--- src/rtl/instr_sequencer_pkg.sv ---
// Shared definitions for the instruction sequencer.
// Holds the FSM state encoding, the branch-condition codes, the HALT opcode,
// the default instruction-store depth and the branch-condition evaluator.
package instr_sequencer_pkg;

    localparam int DEPTH_DEFAULT = 16;

    typedef enum logic [1:0] {
        ST_IDLE  = 2'd0,
        ST_FETCH = 2'd1,
        ST_EXEC  = 2'd2
    } state_t;

    // Opcode that ends a run; it is also the branch form with condition 111.
    localparam logic [3:0] OP_HALT = 4'b1111;

    // Branch conditions, carried in OPcode[2:0] when OPcode[3] is set.
    localparam logic [2:0] COND_ALWAYS = 3'b000;
    localparam logic [2:0] COND_Z      = 3'b001;
    localparam logic [2:0] COND_NZ     = 3'b010;
    localparam logic [2:0] COND_N      = 3'b011;
    localparam logic [2:0] COND_NN     = 3'b100;
    localparam logic [2:0] COND_C      = 3'b101;
    localparam logic [2:0] COND_V      = 3'b110;
    localparam logic [2:0] COND_HALT   = 3'b111;

    // Evaluate a branch condition against flags {N,Z,C,V}.
    // HALT never redirects the PC; the run simply ends.
    function automatic logic branch_taken(input logic [2:0] cond, input logic [3:0] flags);
        logic taken_s;
        case (cond)
            COND_ALWAYS: taken_s = 1'b1;
            COND_Z:      taken_s = flags[2];
            COND_NZ:     taken_s = ~flags[2];
            COND_N:      taken_s = flags[3];
            COND_NN:     taken_s = ~flags[3];
            COND_C:      taken_s = flags[1];
            COND_V:      taken_s = flags[0];
            COND_HALT:   taken_s = 1'b0;
            default:     taken_s = 1'b0;
        endcase
        return taken_s;
    endfunction

endpackage

--- src/rtl/instr_mem.sv ---
// Instruction store: DEPTH x 8 bits, synchronous write, asynchronous read.
// Contents are deliberately not reset so a program survives a sequencer reset.
// Ports: clk; we/waddr/wdata write port; raddr/rdata combinational read port.
module instr_mem #(
    parameter int DEPTH  = 16,
    parameter int ADDR_W = $clog2(DEPTH)
) (
    input  logic              clk,
    input  logic              we,
    input  logic [ADDR_W-1:0] waddr,
    input  logic [7:0]        wdata,
    input  logic [ADDR_W-1:0] raddr,
    output logic [7:0]        rdata
);

    logic [7:0] mem_r [DEPTH];

    // Write port: one byte per enabled clock edge.
    always_ff @(posedge clk) begin
        if (we) begin
            mem_r[waddr] <= wdata;
        end
    end

    assign rdata = mem_r[raddr];

endmodule

--- src/rtl/instr_sequencer.sv ---
// Instruction sequencer: loads instruction bytes from a UART receiver into a
// small store while idle, then on Start fetches and executes them at two
// cycles per instruction, resolving conditional branches on the ALU flags.
// Ports:
//   clk, rst            clock and synchronous active-high reset
//   RxData, RxValid     instruction byte {opcode, operand} and its qualifier
//   Start, Clear        run request pulse / discard loaded program (IDLE only)
//   Flags               ALU flags {N,Z,C,V}
//   OPcode, Operand, en instruction presented to decode, with execute strobe
//   PC, LoadCount       current instruction address, number of stored bytes
//   Busy, Done          running indicator, one-cycle end-of-run pulse
module instr_sequencer
    import instr_sequencer_pkg::*;
#(
    parameter int DEPTH = DEPTH_DEFAULT,
    localparam int ADDR_W = $clog2(DEPTH)
) (
    input  logic              clk,
    input  logic              rst,
    input  logic [7:0]        RxData,
    input  logic              RxValid,
    input  logic              Start,
    input  logic              Clear,
    input  logic [3:0]        Flags,
    output logic [3:0]        OPcode,
    output logic [3:0]        Operand,
    output logic              en,
    output logic [ADDR_W-1:0] PC,
    output logic [ADDR_W:0]   LoadCount,
    output logic              Busy,
    output logic              Done
);

    localparam logic [ADDR_W:0]   DEPTH_CNT = (ADDR_W + 1)'(DEPTH);
    localparam logic [ADDR_W-1:0] LAST_ADDR = ADDR_W'(DEPTH - 1);

    state_t            state_r;
    logic [7:0]        rd_data_s;
    logic              full_s;
    logic              wr_en_s;
    logic              taken_s;
    logic              halt_s;
    logic              wrap_s;
    logic              run_end_s;
    logic [ADDR_W:0]   pc_inc_s;
    logic [ADDR_W:0]   next_pc_s;

    // Writes only land while idle, not full, and not overridden by Clear.
    assign full_s  = (LoadCount == DEPTH_CNT);
    assign wr_en_s = (state_r == ST_IDLE) && RxValid && !Clear && !full_s;

    instr_mem #(
        .DEPTH  (DEPTH),
        .ADDR_W (ADDR_W)
    ) u_mem (
        .clk   (clk),
        .we    (wr_en_s),
        .waddr (LoadCount[ADDR_W-1:0]),
        .wdata (RxData),
        .raddr (PC),
        .rdata (rd_data_s)
    );

    // Next-PC computation is one bit wider than PC so that stepping past the
    // last address is visible and can end the run instead of wrapping.
    assign taken_s   = OPcode[3] && branch_taken(OPcode[2:0], Flags);
    assign halt_s    = (OPcode == OP_HALT);
    assign pc_inc_s  = {1'b0, PC} + {{ADDR_W{1'b0}}, 1'b1};
    assign next_pc_s = taken_s ? {1'b0, ADDR_W'(Operand)} : pc_inc_s;
    assign wrap_s    = !taken_s && (PC == LAST_ADDR);
    assign run_end_s = halt_s || wrap_s || (next_pc_s >= LoadCount);

    // Sequencer FSM with all outputs registered.
    always_ff @(posedge clk) begin
        if (rst) begin
            state_r   <= ST_IDLE;
            OPcode    <= 4'h0;
            Operand   <= 4'h0;
            en        <= 1'b0;
            PC        <= {ADDR_W{1'b0}};
            LoadCount <= {(ADDR_W + 1){1'b0}};
            Busy      <= 1'b0;
            Done      <= 1'b0;
        end else begin
            en   <= 1'b0;
            Done <= 1'b0;
            case (state_r)
                ST_IDLE: begin
                    if (Clear) begin
                        LoadCount <= {(ADDR_W + 1){1'b0}};
                    end else if (wr_en_s) begin
                        LoadCount <= LoadCount + {{ADDR_W{1'b0}}, 1'b1};
                    end else begin
                        LoadCount <= LoadCount;
                    end
                    // A Clear in the same cycle discards the program, so it
                    // also suppresses the run request.
                    if (Start && !Clear && (LoadCount != {(ADDR_W + 1){1'b0}})) begin
                        PC      <= {ADDR_W{1'b0}};
                        Busy    <= 1'b1;
                        state_r <= ST_FETCH;
                    end else begin
                        state_r <= ST_IDLE;
                    end
                end
                ST_FETCH: begin
                    OPcode  <= rd_data_s[7:4];
                    Operand <= rd_data_s[3:0];
                    en      <= 1'b1;
                    state_r <= ST_EXEC;
                end
                ST_EXEC: begin
                    if (run_end_s) begin
                        Busy    <= 1'b0;
                        Done    <= 1'b1;
                        state_r <= ST_IDLE;
                    end else begin
                        PC      <= next_pc_s[ADDR_W-1:0];
                        state_r <= ST_FETCH;
                    end
                end
                default: begin
                    Busy    <= 1'b0;
                    state_r <= ST_IDLE;
                end
            endcase
        end
    end

endmodule

--- config.mk ---
export PLATFORM = sky130hd
export DESIGN_NAME = instr_sequencer
export DESIGN_NICKNAME = d
export VERILOG_FILES = /design/src/rtl/instr_sequencer_pkg.sv /design/src/rtl/instr_mem.sv /design/src/rtl/instr_sequencer.sv
export SDC_FILE = /design/constraint.sdc
export NUM_CORES = 1
export LEC_CHECK = 0
export BUFFER_PORTS_ARGS = -buffer_cell sky130_fd_sc_hd__buf_2
export CAP_MARGIN = 20
export CORE_MARGIN = 1
export CORE_UTILIZATION = 50
export CTS_CLUSTER_SIZE = 20
export DETAILED_ROUTE_END_ITERATION = 12
export PLACE_DENSITY = 0.78
export SLEW_MARGIN = 20
export SYNTH_ARGS = -nofsm -noshare
export SYNTH_HDL_FRONTEND = slang
export SYNTH_SLANG_ARGS = --single-unit
export TNS_END_PERCENT = 30
--- constraint.sdc ---
create_clock -name clk -period 3.3 [get_ports clk]
set_input_delay 0.66 -clock clk [delete_from_list [all_inputs] [get_ports clk]]
set_output_delay 0.66 -clock clk [all_outputs]
set_load 0.005 [all_outputs]
**Word level (Yosys, flattened, before mapping)**

Memory sizes are Yosys's and may differ from the RTL's. A register that Yosys moved wholly into a read port is not among the register bits.
Index checks and enable logic that the tools add are counted.

- Register bits after elaboration: 14
- Memory bits (writable): 128
- Input bits: 17
- Output and inout port bits: 20
- Word-level logic and storage cells: 67
- Memories kept: 1

Memories:

| memory | depth | width | rd ports | clocked after memory_dff | write ports | RTL line | text |
|---|---|---|---|---|---|---|---|
| u_mem.mem_r | 16 | 8 | 1 | 1 | 1 | instr_mem.sv:16 | `logic [7:0] mem_r [DEPTH];` |

- Add/sub/neg operators: 2
- $lt $le $gt $ge: 1
- Eq/ne operators: 15
- Mux-type cells: 17
- Bitwise gates (word level): 4
- Reductions and logical operators: 21

Operators by type and width:

| cell | count |
|---|---|
| 5-bit 2-to-1 mux | 3 |
| 3-bit == test, second input constant | 4 |
| 4-bit == test, second input constant | 2 |
| 1-bit 2-to-1 mux | 8 |
| 4-bit 2-to-1 mux | 2 |
| 1-bit one-hot mux with 8 select lines | 1 |
| 4-bit one-hot mux with 2 select lines | 1 |
| 1-bit logical AND | 7 |
| 3-bit by 2-bit == test with 1-bit output, second input constant | 2 |
| 2-bit one-hot mux with 3 select lines | 1 |
| 3-bit AND reduction | 2 |
| 4-bit by 1-bit adder with 5-bit output, second input constant | 1 |
| 5-bit by 1-bit adder with 5-bit output, second input constant | 1 |
| 5-bit == test, second input constant | 1 |
| 5-bit greater-or-equal comparator | 1 |
| 5-bit nonzero test | 1 |
| 2-bit inequality test, second input constant | 2 |
| 1-bit inverter | 4 |
| 2-bit nonzero test | 2 |
| 3-bit by 1-bit == test with 1-bit output, second input constant | 1 |
| 1-bit zero test | 3 |
| 3-bit zero test | 1 |
| 1-bit one-hot mux with 3 select lines | 1 |
| 2-bit by 1-bit == test with 1-bit output, second input constant | 1 |
| 6 further kinds | 7 |

**Depth between registers and ports, before layout**

Gate-level depths: netlist of run 1.

- Depth in word-level cells: 9
- Gate-level depth with buffers: 11
- Mapped depth without buffers: 11

**Modules after synthesis**

Synthesis of run 1 repeated with hierarchy kept, for this count alone.

- Cells, all modules: 357
- Area total of the unflattened synthesis: 6177.2 µm²

Modules (own cells, without submodules):

| module | instances | cells each | area each (µm²) | seq. area each (µm²) |
|---|---|---|---|---|
| instr_mem | 1 | 221 | 4987.3 | 3843.7 |
| instr_sequencer | 1 | 136 | 1189.9 | 420.4 |

**Worst setup path before layout of run 1**

Ideal clock, no wire load.

- Path kind: input -> register
- From: input Flags[3]
- To: register Busy
- Setup time: 0.079 ns
- Arrival: 2.861 ns
- Data required time: 3.221 ns
- Setup slack: 0.360 ns
- Cell stages on the path: 10
- Path buffers: 0
- Path through: nor2b_1 > o32a_1 > o21a_1 > mux2_1 > ha_1 > o21ai_0 > inv_2 > and2_1 > a2111o_1 > a211oi_2

- Cells in the longest elaborated chain, start to end: 9
- Elaborated cells between the ends (all ways): 11
- Those cells by class: 1 x order compare; 1 x eq/ne; 2 x mux; 1 x bitwise; 6 x reduce/logical

Ends and longest elaborated chain:

| item | RTL line | text |
|---|---|---|
| from (decl) | instr_sequencer.sv:24 | `input logic [3:0] Flags,` |
| 1-bit inverter | instr_sequencer_pkg.sv:36 | `COND_NN: taken_s = ~flags[3];` |
| 1-bit one-hot mux with 8 select lines (*) | instr_sequencer_pkg.sv:31 | `case (cond)` |
| 1-bit logical AND (*) | instr_sequencer.sv:66 | `assign taken_s = OPcode[3] && branch_taken(OPcode[2:0], Flags);` |
| branches (longest 3 deep; another with 5-bit greater-or-equal comparator) | n/a |  |
| 1-bit logical OR (*) | instr_sequencer.sv:71 | `assign run_end_s = halt_s \|\| wrap_s \|\| (next_pc_s >= LoadCount);` |
| 2-bit inequality test (no line) (*) | n/a |  |
| 3-bit AND reduction (no line) (*) | n/a |  |
| to (signal assigned) | instr_sequencer.sv:82 | `Busy <= 1'b0;` |
| to (signal assigned) | instr_sequencer.sv:100 | `Busy <= 1'b1;` |
| to (signal assigned) | instr_sequencer.sv:114 | `Busy <= 1'b0;` |
| to (decl) | instr_sequencer.sv:30 | `output logic Busy,` |

Mark *: on every way between the ends.
A chain may end at the register's enable or synchronous reset.

**Worst setup path in the final report of run 1**

- From: register OPcode[1]
- To: register PC[1]

- Cells in the longest elaborated chain, start to end: 9
- Elaborated cells between the ends (all ways): 21
- Those cells by class: 1 x order compare; 9 x eq/ne; 4 x mux; 7 x reduce/logical

Ends and longest elaborated chain:

| item | RTL line | text |
|---|---|---|
| from (decl) | instr_sequencer.sv:25 | `output logic [3:0] OPcode,` |
| from (signal assigned) | instr_sequencer.sv:107 | `OPcode <= rd_data_s[7:4];` |
| branches (longest 9 deep; another with 5-bit greater-or-equal comparator) | n/a |  |
| to (signal assigned) | instr_sequencer.sv:80 | `PC <= {ADDR_W{1'b0}};` |
| to (signal assigned) | instr_sequencer.sv:99 | `PC <= {ADDR_W{1'b0}};` |
| to (signal assigned) | instr_sequencer.sv:118 | `PC <= next_pc_s[ADDR_W-1:0];` |
| to (decl) | instr_sequencer.sv:28 | `output logic [ADDR_W-1:0] PC,` |

Several ways; the timed one is not identified. The select of a mux whose other input is x is not followed.

==> impl_metrics.prom, run 1 <==
# TYPE chip_impl_metric gauge
chip_impl_metric{name="setup_total_neg_slack",unit="ps"} 0
chip_impl_info{name="hp-class",value="flip-flop to flip-flop"} 1
chip_impl_metric{name="worst_ir_drop_vdd",unit="mV"} 0.425
chip_impl_metric{name="rows",unit=""} 40
chip_impl_info{name="cts_root_buf",value="clkbuf_16"} 1
chip_impl_metric{name="cts_made_buffers",unit=""} 17
chip_impl_metric{name="power_leakage",unit="nW"} 2.41
chip_impl_metric{name="globalRouteMet3Util",unit=""} 0.0627
chip_impl_metric{name="yosysUniqueCellTypes",unit=""} 43
chip_impl_metric{name="power_per_cell_area",unit="mW/mm2"} 569
chip_impl_metric{name="post_cts_hold_buffer_count",unit=""} 0
chip_impl_metric{name="synth-warning-count",unit=""} 0
chip_impl_metric{name="number_of_top_level_pins",unit=""} 37
chip_impl_metric{name="gr-total-overflow",unit=""} 0
chip_impl_metric{name="gr-usage-met2",unit=""} 0.333
chip_impl_info{name="grt_setup_unrepaired",value="false"} 1
chip_impl_metric{name="layout-drive-gt1-share",unit=""} 0.281
chip_impl_metric{name="synth_edf_count",unit=""} 128
chip_impl_metric{name="dpl_worst_slack",unit="ps"} 41.4
chip_impl_metric{name="tightest_slew",unit="ps"} 819
chip_impl_metric{name="clkLatencyLatePin",unit="ps"} 420
chip_impl_metric{name="per_cell_routed_wire_length",unit="um"} 22.7
chip_impl_metric{name="syn_to_final_growth",unit="%"} 14.8
chip_impl_info{name="tritoncts_clock_tree",value="yes"} 1
chip_impl_metric{name="fp.dieArea",unit="mm2"} 0.0128
chip_impl_metric{name="clock_tree.htree_level_count",unit=""} 4
chip_impl_info{name="ys_flop_type",value="edfxtp_1"} 1
chip_impl_metric{name="die_h",unit="um"} 113
chip_impl_metric{name="slew_headroom",unit=""} 0.450
chip_impl_metric{name="initial_core_util",unit=""} 0.513
chip_impl_metric{name="place.port_buffers",unit=""} 36
chip_impl_metric{name="route.vias.total",unit=""} 3299
chip_impl_metric{name="finalSetupViolCount",unit=""} 0
chip_impl_metric{name="finalCriticalPeriod",unit="ps"} 3020
chip_impl_metric{name="routabilityCongestion",unit=""} 0.861
chip_impl_metric{name="netlist_instances",unit=""} 336
chip_impl_metric{name="postPlaceCellArea",unit="mm2"} 0.00649
chip_impl_metric{name="antenna_cells",unit=""} 0
chip_impl_info{name="global_route.peak_usage_layer",value="met2"} 1
chip_impl_info{name="synth_commonest_cells",value="edfxtp_1 (128), mux4_2 (32), dfxtp_1 (21)"} 1
chip_impl_metric{name="fp.coreArea",unit="mm2"} 0.0120
chip_impl_metric{name="globalRouteMet1Util",unit=""} 0.272
chip_impl_metric{name="cts.sinks",unit=""} 149
chip_impl_metric{name="cts_max_path_buffers",unit=""} 2
chip_impl_metric{name="synthesis.area",unit="mm2"} 0.00617
chip_impl_metric{name="timing.final.crit_share",unit=""} 0.915
chip_impl_metric{name="drt_drc_violations_left",unit=""} 0
chip_impl_metric{name="drt_iter0_drc",unit=""} 279
chip_impl_info{name="timing.setup.critical_path_class",value="flip-flop to flip-flop"} 1
chip_impl_metric{name="wire_length_of_the_first_global_routing_pass",unit="um"} 18700
chip_impl_info{name="synth_most_common_cell",value="edfxtp_1"} 1
chip_impl_metric{name="critical_path_peak_fanout",unit=""} 8
chip_impl_metric{name="timing.max_cap.violations",unit=""} 0
chip_impl_metric{name="number_of_antenna_violations_at_the_first_check_in_global_routing",unit=""} 1
chip_impl_metric{name="required",unit="ps"} 3660
chip_impl_metric{name="final_hold_viol_count",unit=""} 0
chip_impl_metric{name="synth_top_area_frac",unit=""} 0.623
chip_impl_metric{name="sequential_to_total_area_share_from_yosys_stat",unit=""} 0.692
chip_impl_info{name="worstSetupStartpointType",value="flip-flop"} 1
chip_impl_metric{name="worst_ep_arrival_time",unit="ps"} 3380
chip_impl_info{name="synth_top_cells_by_area",value="edfxtp_1 (62%), mux4_2 (12%), dfxtp_1 (6.8%)"} 1
chip_impl_metric{name="postCtsResizedCells",unit=""} 0
chip_impl_metric{name="fmax",unit="MHz"} 331
chip_impl_info{name="worst_setup_path_end_kind",value="flip-flop"} 1
chip_impl_metric{name="total_nets_after_synthesis",unit=""} 363
chip_impl_metric{name="avgViaCountPerCell",unit=""} 6.09
chip_impl_metric{name="clkSlewWorstSetupHoldPaths",unit="ps"} 60
chip_impl_metric{name="drtAntennaViolNets",unit=""} 0
chip_impl_metric{name="setup_ws",unit="ps"} 280
chip_impl_metric{name="wl",unit="um"} 12300
chip_impl_metric{name="layout.nets",unit=""} 410
chip_impl_info{name="biggest_area_consumer_among_synthesized_cells",value="edfxtp_1"} 1
chip_impl_info{name="outcome",value="finished, final reports clean"} 1
chip_impl_metric{name="grt_max_degree",unit=""} 36
chip_impl_metric{name="globalRouteTotalUtil",unit=""} 0.207
chip_impl_metric{name="register_bit_count_reported_by_yosys",unit=""} 149
chip_impl_metric{name="first_global_vias",unit=""} 3260
chip_impl_metric{name="firstDrtPassIters",unit=""} 5
chip_impl_metric{name="post_detailed_placement_half_perimeter_wirelength",unit="um"} 7710
chip_impl_metric{name="skew",unit="ps"} 12.2
chip_impl_metric{name="post_cts.repair.setup_buffers",unit=""} 0
chip_impl_metric{name="finalInstanceArea",unit="mm2"} 0.00708
chip_impl_metric{name="syn_area_per_cell",unit="um2"} 18.4
chip_impl_metric{name="floorplan.die.width",unit="um"} 113
chip_impl_metric{name="asyncSetResetFlopFracSynth",unit=""} 0
chip_impl_metric{name="final_max_slew_viol_count",unit=""} 0
## sequential cells by signal, summed over array words and instances, names as in the netlist
register	cells
Busy	1
Done	1
u_mem.mem_r	128
Operand	4
OPcode	4
LoadCount	5
state_r	1
en	1
PC	4
## where the power goes
part           internal [mW]  leakage, nW  switching [mW]  total [mW]
clock network           1.18        0.276           0.715        1.89
logic                 0.0273        0.807          0.0528      0.0801
registers               2.05         1.32         0.00573        2.06
## worst max-delay path, stage by stage, from the launching register on
cell       delay [ps]
dfxtp_1           370
nor2b_1           160
o32a_1            340
o21a_1            260
mux2_1            370
ha_1              280
o21ai_0            70
o21ai_0           230
a21oi_1           190
a2111oi_0         530
a31o_1            170
## final timing paths
path | start | end | slack [ps] | depth (start not counted)
worst max-delay path | OPcode[1] | PC[1] | 280 | 10
worst max register to register | OPcode[1] | PC[1] | 280 | 10
worst min register to register | Operand[2] | Operand[2] | 490 | 2
worst min-delay path | Operand[2] | Operand[2] | 490 | 2
## final cells by class
type / count / area, um2
clock buffers: 17 / 425
multi-input cells: 159 / 1760
fillers: 862 / 4930
flip-flops and latches: 149 / 4270
well taps: 147 / 184
repair buffers: 42 / 225
clock inverters: 14 / 160
inverters: 14 / 52.6
## cells by family after synthesis
family | share of synthesized area
DFF | 0.692
xor gates and xnor gates | 0.00710
buffers and inverters | 0.0223
adders and majority gates | 0.0203
and+or+nand+nor | 0.0595
muxes | 0.160
AOI/OAI and AO/OA | 0.0396
## cells in the final DEF (no fill, tap or decap), types with 5 or more instances in the layout
cell type and count:
mux4_1 8, buf_2 36, clkbuf_16 17, nand2_1 19, and2_1 7, ha_1 10, mux4_2 32, and3_1 9
dfxtp_1 20, a21oi_1 10, edfxtp_1 128, nor2_1 7, nor2b_1 5, nor3_1 7, inv_1 10, buf_4 6
## metrics by stage
stage	total power, mW	hold slack [ps]	instances	util
floorplan	2.13	462	336	-
global placement	2.17	480	511	0.540
detailed placement	2.18	486	511	0.540
CTS	4.05	488	542	0.589
global route	4.13	528	542	0.589
finish	4.03	495	542	0.589
## metal layers
metal | routed length, um | vias up
met3 | 762 | 14
met5 | 8 | -
met2 | 6270 | 130
li1 | - | 1454
met1 | 5130 | 1699
met4 | 122 | 2
(Power assumes the default switching activity.)
==> run 2: changes to the inputs <==
CORE_UTILIZATION = 40   (was 50)
PLACE_DENSITY = 0.66   (was 0.78)
==> impl_metrics.prom, run 2 (synthesis results as in run 1) <==
# TYPE chip_impl_metric gauge
chip_impl_info{name="outcome",value="finished, final reports clean"} 1
chip_impl_metric{name="cts_made_buffers",unit=""} 17
chip_impl_metric{name="skew",unit="ps"} 7.23
chip_impl_metric{name="antenna_cells",unit=""} 0
chip_impl_info{name="worst_setup_path_end_kind",value="flip-flop"} 1
chip_impl_metric{name="floorplan.die.width",unit="um"} 126
chip_impl_metric{name="globalRouteTotalUtil",unit=""} 0.162
chip_impl_info{name="worst_r2r_endpoint",value="PC[2]"} 1
chip_impl_metric{name="wire_length_of_the_first_global_routing_pass",unit="um"} 18500
chip_impl_metric{name="post_cts_hold_buffer_count",unit=""} 0
chip_impl_metric{name="per_cell_routed_wire_length",unit="um"} 20.2
chip_impl_info{name="final_common_cell",value="edfxtp_1"} 1
chip_impl_metric{name="power_per_cell_area",unit="mW/mm2"} 558
chip_impl_metric{name="place.port_buffers",unit=""} 36
chip_impl_metric{name="firstDrtPassIters",unit=""} 5
chip_impl_metric{name="clkLatencyLatePin",unit="ps"} 410
chip_impl_metric{name="postCtsResizedCells",unit=""} 0
chip_impl_metric{name="largest_reg_flops",unit=""} 128
chip_impl_metric{name="syn_to_final_growth",unit="%"} 15.9
chip_impl_metric{name="power_leakage",unit="nW"} 2.41
chip_impl_metric{name="cp_slowest_stage_delay",unit="ps"} 490
chip_impl_metric{name="layout.nets",unit=""} 410
chip_impl_metric{name="clkSlewWorstSetupHoldPaths",unit="ps"} 60
chip_impl_metric{name="worst_ir_drop_vdd",unit="mV"} 0.522
chip_impl_metric{name="routabilityCongestion",unit=""} 0.858
chip_impl_metric{name="number_of_top_level_pins",unit=""} 37
chip_impl_metric{name="worst_ep_arrival_time",unit="ps"} 3300
chip_impl_info{name="critPathMostFrequentCell",value="o21ai_0"} 1
chip_impl_info{name="critical_path.reg2reg.startpoint",value="OPcode[1]"} 1
chip_impl_info{name="largestRegisters",value="u_mem.mem_r: 128 flops, LoadCount: 5 flops"} 1
chip_impl_metric{name="non_filler_instance_count_after_layout",unit=""} 584
chip_impl_info{name="cts_root_buf",value="clkbuf_16"} 1
chip_impl_info{name="hp-class",value="flip-flop to flip-flop"} 1
chip_impl_metric{name="required",unit="ps"} 3650
chip_impl_metric{name="cts.sinks",unit=""} 149
chip_impl_info{name="critical_path.startpoint",value="OPcode[1]"} 1
chip_impl_metric{name="post_cts.repair.setup_buffers",unit=""} 0
chip_impl_metric{name="fp.coreArea",unit="mm2"} 0.0151
chip_impl_metric{name="clock_tree.htree_level_count",unit=""} 4
chip_impl_metric{name="setup_ws",unit="ps"} 353
chip_impl_metric{name="slew_headroom",unit=""} 0.472
chip_impl_metric{name="rows",unit=""} 45
chip_impl_info{name="worstHoldStart",value="Operand[2]"} 1
chip_impl_metric{name="worstRegToRegCells",unit=""} 10
chip_impl_metric{name="avgViaCountPerCell",unit=""} 5.43
chip_impl_metric{name="fp.dieArea",unit="mm2"} 0.0159
chip_impl_metric{name="finalInstanceArea",unit="mm2"} 0.00714
chip_impl_metric{name="grt_max_degree",unit=""} 36
chip_impl_metric{name="timing.final.crit_share",unit=""} 0.893
chip_impl_metric{name="final_hold_viol_count",unit=""} 0
chip_impl_info{name="crit_path_top_delay_cell",value="a2111oi_0"} 1
chip_impl_metric{name="postPlaceCellArea",unit="mm2"} 0.00656
chip_impl_metric{name="drt_drc_violations_left",unit=""} 0
chip_impl_info{name="commonest_cells_after_routing_fill_and_taps_aside",value="edfxtp_1 (128), buf_2 (36), mux4_2 (32), dfxtp_1 (20), nand2_1 (19)"} 1
chip_impl_metric{name="dpl_worst_slack",unit="ps"} 71.6
chip_impl_metric{name="final_max_slew_viol_count",unit=""} 0
chip_impl_metric{name="timing.max_cap.violations",unit=""} 0
chip_impl_metric{name="finalSetupViolCount",unit=""} 0
chip_impl_metric{name="nFillCells",unit=""} 1234
chip_impl_metric{name="gr-total-overflow",unit=""} 0
chip_impl_metric{name="setup_total_neg_slack",unit="ps"} 0
chip_impl_metric{name="die_h",unit="um"} 126
chip_impl_info{name="top_register_by_number_of_flip_flops",value="u_mem.mem_r"} 1
chip_impl_metric{name="initial_core_util",unit=""} 0.407
chip_impl_info{name="worstHoldEndpoint",value="Operand[2]"} 1
chip_impl_info{name="grt_setup_unrepaired",value="false"} 1
chip_impl_metric{name="drt_iter0_drc",unit=""} 257
chip_impl_info{name="tritoncts_clock_tree",value="yes"} 1
chip_impl_metric{name="cts_max_path_buffers",unit=""} 2
chip_impl_metric{name="wl",unit="um"} 11800
chip_impl_metric{name="layout-drive-gt1-share",unit=""} 0.285
chip_impl_metric{name="ff2ff_setup_slack",unit="ps"} 350
chip_impl_info{name="timing.setup.critical_path_class",value="flip-flop to flip-flop"} 1
chip_impl_metric{name="first_global_vias",unit=""} 3202
chip_impl_metric{name="route.vias.total",unit=""} 3174
chip_impl_metric{name="tightest_slew",unit="ps"} 786
chip_impl_info{name="critical_path.cell_chain",value="nor2b_1, o32a_1, o21a_1, mux2_1, ha_1, o21ai_0, o21ai_0, a21oi_1, a2111oi_0, a31o_1"} 1
chip_impl_metric{name="drtAntennaViolNets",unit=""} 0
chip_impl_info{name="worstSetupStartpointType",value="flip-flop"} 1
chip_impl_metric{name="fmax",unit="MHz"} 339
chip_impl_metric{name="number_of_antenna_violations_at_the_first_check_in_global_routing",unit=""} 0
chip_impl_metric{name="finalCriticalPeriod",unit="ps"} 2950
chip_impl_metric{name="hold_path_depth",unit=""} 2
chip_impl_metric{name="critical_path_peak_fanout",unit=""} 8
chip_impl_metric{name="post_detailed_placement_half_perimeter_wirelength",unit="um"} 7860
chip_impl_metric{name="numPlacedInstances",unit=""} 552
==> run 2: final cells by class <==
cell class,count,area (um2),area share
multi-input cells,159,1770,0.248
clock inverters,14,154,0.0215
repair buffers,42,238,0.0333
flip-flops and latches,149,4270,0.597
inverters,14,52.6,0.00736
clock buffers,18,429,0.0601
well taps,188,235,0.0329
==> run 2: worst max-delay path: cells and delay by family, from the launching register on <==
family | cells | cell delay (ps)
adders and majority gates | 1 | 280
DFF | 1 | 370
AOI/OAI and AO/OA | 7 | 1690
and+or+nand+nor | 1 | 170
muxes | 1 | 380
==> run 2: layer usage <==
| layer | up-vias | GRT usage | part of all wire | wire length [um] |
|---|---|---|---|---|
| li1 | 1457 | - | - | - |
| met1 | 1626 | 0.211 | 0.44 | 5150 |
| met2 | 73 | 0.271 | 0.51 | 6080 |
| met3 | 18 | 0.0306 | 0.036 | 425 |
| met4 | 0 | 0.0595 | 0.014 | 163 |
| met5 | - | 0 | 0 | 0 |
==> run 2: power breakdown <==
group          internal, mW  leakage, nW  total [mW]  switching (mW)
sequential             2.05         1.32        2.06         0.00581
combinational        0.0272        0.810      0.0779          0.0507
clock                  1.12        0.278        1.85           0.734
==> run 2: per-stage QoR <==
stage	hold slack [ps]	utilization	power (mW)
2_1_floorplan	462	-	2.13
3_3_place_gp	486	0.433	2.17
3_5_place_dp	492	0.433	2.18
4_1_cts	500	0.472	4.02
5_1_grt	524	0.472	4.10
6_report	495	0.472	3.99
==> run 2: worst max-delay path by stage <==
stage,endpoint,slack (ps)
detailed placement,PC[0],70
CTS,PC[2],360
global placement,Busy,150
floorplan,Busy,360
global route,PC[2],70
finish,PC[2],350
